===== src/rtl/qam16_map.sv =====
// qam16_map: serial bits -> Gray 16-QAM I/Q (802.11a) tagged with subcarrier index; qam_clk, qam_rst_n (active-high sync), qam_din/din_valid in; dout_valid, qam_dout_real/imag, dout_index out
module qam16_map #(
  parameter int DATA_W = 16,
  parameter int NUM_SC = 48,
  parameter int AMP_LO = 5181,
  parameter int AMP_HI = 15543
) (
  input  logic                     qam_clk,
  input  logic                     qam_rst_n,
  input  logic                     qam_din,
  input  logic                     din_valid,
  output logic                     dout_valid,
  output logic signed [DATA_W-1:0] qam_dout_real,
  output logic signed [DATA_W-1:0] qam_dout_imag,
  output logic [5:0]               dout_index
);
  localparam logic signed [DATA_W-1:0] LO_P = DATA_W'(AMP_LO);
  localparam logic signed [DATA_W-1:0] LO_N = DATA_W'(-AMP_LO);
  localparam logic signed [DATA_W-1:0] HI_P = DATA_W'(AMP_HI);
  localparam logic signed [DATA_W-1:0] HI_N = DATA_W'(-AMP_HI);
  logic [1:0] bit_cnt;
  logic [2:0] sr;
  logic [5:0] sym_cnt;
  logic [3:0] nib;
  logic       done;
  function automatic logic signed [DATA_W-1:0] lvl(input logic [1:0] b);
    return b[0] ? (b[1] ? LO_P : LO_N) : (b[1] ? HI_P : HI_N);
  endfunction
  assign nib  = {sr, qam_din};
  assign done = din_valid && bit_cnt == 2'd3;
  always_ff @(posedge qam_clk) begin
    if (qam_rst_n) begin
      bit_cnt       <= '0;
      sr            <= '0;
      sym_cnt       <= '0;
      dout_valid    <= 1'b0;
      qam_dout_real <= '0;
      qam_dout_imag <= '0;
      dout_index    <= '0;
    end else begin
      dout_valid <= done;
      bit_cnt    <= din_valid ? bit_cnt + 2'd1 : 2'd0;
      if (din_valid) sr <= {sr[1:0], qam_din};
      if (done) begin
        qam_dout_real <= lvl(nib[3:2]);
        qam_dout_imag <= lvl(nib[1:0]);
        dout_index    <= sym_cnt;
        sym_cnt       <= sym_cnt == 6'(NUM_SC - 1) ? 6'd0 : sym_cnt + 6'd1;
      end
    end
  end
endmodule


===== config.mk =====
export PLATFORM = sky130hd
export DESIGN_NAME = qam16_map
export DESIGN_NICKNAME = d
export VERILOG_FILES = /design/src/rtl/qam16_map.sv
export SDC_FILE = /design/constraint.sdc
export NUM_CORES = 1
export LEC_CHECK = 0
export BUFFER_PORTS_ARGS = -buffer_cell sky130_fd_sc_hd__buf_2
export CORE_MARGIN = 4
export CORE_UTILIZATION = 40
export CTS_CLUSTER_SIZE = 20
export DETAILED_ROUTE_END_ITERATION = 12
export PLACE_DENSITY = 0.63
export SYNTH_ARGS = -nofsm -noshare
export SYNTH_HDL_FRONTEND = slang
export SYNTH_SLANG_ARGS = --single-unit
export TNS_END_PERCENT = 5

===== constraint.sdc =====
create_clock -name qam_clk -period 1.9 [get_ports qam_clk]
set_input_delay 0.19 -clock qam_clk [delete_from_list [all_inputs] [get_ports qam_clk]]
set_output_delay 0.19 -clock qam_clk [all_outputs]
set_load 0.02 [all_outputs]

==> flow_metrics.tcl <==
set metrics [dict create \
    status "complete, no violations" \
    start_util_pct 43.6 \
    setup_tns_ns 0 \
    yosysTopAreaCell "dfxtp_1" \
    ir_drop_mv 0.282 \
    yosysWarnings 0 \
    dp_cells 190 \
    fin_skew_ns 0.0113 \
    path_cells "ha_1 -> and2_1 -> buf_4 -> nor2_1 -> a211oi_1" \
    clock_power_share_pct 28.8 \
    rows 19 \
    cts-root-buf "clkbuf_4" \
    dr.pass1.iters 4 \
    drc 0 \
    cts.sinks 27 \
    power_mw 0.863 \
    first_iter_violations 30 \
    setup_viol 0 \
    power.density_nw_per_um2 648 \
    synth_nets 155 \
    seqPwrFrac_pct 66.7 \
    final_cell_count_no_fill 194 \
    worst_pin_slew_ns 0.479 \
    core-area_sq_um 2850 \
    critical_path_class "flip-flop to flip-flop" \
    hold_viol_final 0 \
    switchingPower_mw 0.198 \
    cts_tree "built" \
    max-cap-violations 0 \
    combPwrFrac_pct 4.5 \
    grt_usage_pct 11.8 \
    period_share_pct 76.9 \
    io_pins 43 \
    min_period_ns 1.46 \
    critPathCaptureType "flip-flop" \
    gp_congestion 0.737 \
    required_ns 2.14 \
    mostFrequentLayoutCells "buf_2, dfxtp_1, nand2_1" \
    fp.dieH_um 63.8 \
    critPathLaunchType "flip-flop" \
    synth.avg_cell_area_sq_um 8.58 \
    swShare_pct 22.9 \
    yosys-top-cells-area "dfxtp_1, buf_4, nand2_1" \
    cp_slowest_cell "dfxtp_1" \
    avgViaCountPerCell 4.97 \
    yosys.area.top_type_share_pct 43.5 \
    maxSlewViolCount 0 \
    grt_pass1_wl_mm 3.94 \
    wl_mm 2.29 \
    crit_path_max_incr_delay_ns 0.36 \
    clk_pin_slew_worst_paths_ns 0.14 \
    grt_pass1_vias 892 \
    rsz0062_at_grt "false" \
    layout_commonest_cell "buf_2" \
    syn_inst 145 \
    area_growth_pct 7.14 \
    syn-cell-area_sq_um 1240 \
    crit_arrival_ns 1.70 \
    hold_class "primary input to flip-flop" \
    dieArea_sq_um 4070 \
    antenna-diode-count 0 \
    fmax_mhz 685 \
    post_cts_buffers 0 \
    io_buffer_count 42 \
    grt_max_degree 28 \
    internal_power_mw 0.665 \
    holdBufCountCts 0 \
    antenna_found_initial 0 \
    slew_headroom_pct 68.0 \
    detail_route.wl_per_cell_um 11.8 \
    dpl.hpwl_mm 1.74 \
    cts_buffers 3 \
    yosysUniqueCellTypes 26 \
    final_nets 174 \
    yosys_register_bits 27 \
    drive_gt1_share_pct 30.1 \
    postRouteAntennaNets 0 \
    grt_overflow 0 \
    route.vias.total 965 \
    h-tree-depth 1 \
    p_leak_nw 0.632 \
    seq_area_frac_synth_pct 43.5 \
    post_cts_resize_count 0 \
    clk_latency_ns 0.32 \
    cts_buffer_depth 2 \
    die_x_um 63.8 \
    path_max_fanout 11 \
]
[synth_stat cells]
cell       n
and2_1     1
nand3_1    2
a211oi_1   2
clkbuf_1   4
a211o_1    1
and4b_1    1
a311oi_1   1
nand2_1   25
a21oi_1   13
o21ai_0    2
nor3b_1    1
ha_1       6
nor2_1    12
buf_2      2
a41oi_1    1
nor3_1     4
a31oi_1    1
nand4_2    1
and3b_1    1
inv_1      6
dfxtp_1   27
xor2_1     1
mux2i_1    3
or4_1      2
buf_4     24
a32o_1     1
[sequential cells by signal, summed over array words and instances, names as in the netlist]
signal	count
dout_valid	1
dout_index	6
sym_cnt	6
bit_cnt	2
qam_dout_imag	4
sr	3
qam_dout_real	5
[power groups by stage]
stage,Clock (mW),Combinational [mW],Sequential (mW)
floorplan,0,0.0309,0.588
finish,0.248,0.0385,0.576
CTS,0.262,0.0395,0.576
detailed placement,0,0.0395,0.588
global placement,0,0.0386,0.588
global route,0.300,0.0437,0.578
[metrics by stage]
| stage | setup WS (ns) | instance area [sq um] | util (%) | hold WS (ns) |
|---|---|---|---|---|
| 6_report | 0.440 | 1330 | 46.7 | 0.138 |
| 2_1_floorplan | 0.581 | 1240 | - | 0.337 |
| 4_1_cts | 0.432 | 1330 | 46.7 | 0.134 |
| 3_3_place_gp | 0.516 | 1300 | 45.7 | 0.413 |
| 3_5_place_dp | 0.464 | 1300 | 45.7 | 0.423 |
| 5_1_grt | 0.292 | 1330 | 46.7 | 0.144 |
[critical path: cells and delay by family, from the launching register on]
kind                       cells  cell delay [ns]
buffers and inverters          1             0.23
DFF                            1             0.36
and+or+nand+nor                2             0.39
AOI/OAI and AO/OA              1             0.19
adders and majority gates      1             0.21
[cells by family (layout without fill, tap and decap cells)]
group	count (synthesis)	count (layout)	synth area share, %
and+or+nand+nor	50	50	18.4
buffers and inverters	36	54	18.3
muxes	3	3	2.41
adders and majority gates	6	6	6.04
DFF	27	27	43.5
xor gates and xnor gates	1	1	0.704
AOI/OAI and AO/OA	22	22	10.7
[metal layers]
layer | up-vias | share of wire, % | global-route usage (%)
met1 | 444 | 42 | 13.4
met4 | 0 | 0.83 | 4.04
li1 | 493 | - | -
met2 | 26 | 52 | 22.0
met3 | 2 | 5.2 | 2.28
met5 | - | 0 | 0
[cell type report]
| class | instances | area (sq um) |
|---|---|---|
| multi-input cells | 82 | 475 |
| flip-flops and latches | 27 | 541 |
| clock inverters | 1 | 7.51 |
| repair buffers | 44 | 225 |
| well taps | 31 | 38.8 |
| clock buffers | 3 | 22.5 |
| inverters | 6 | 22.5 |
| fillers | 295 | 1520 |
[worst paths after layout]
check | start | to | slack (ns) | cells after the start
min reg2reg | bit_cnt[0]$_SDFF_PP0_ | bit_cnt[0]$_SDFF_PP0_ | 0.44 | 1
max reg2reg | bit_cnt[0]$_SDFF_PP0_ | qam_dout_imag[3]$_SDFFE_PP0P_ | 0.44 | 5
max | bit_cnt[0]$_SDFF_PP0_ | qam_dout_imag[3]$_SDFFE_PP0P_ | 0.44 | 5
min | qam_din | sr[0]$_SDFFE_PP0P_ | 0.14 | 3
Power figures use the tool's default switching activity.
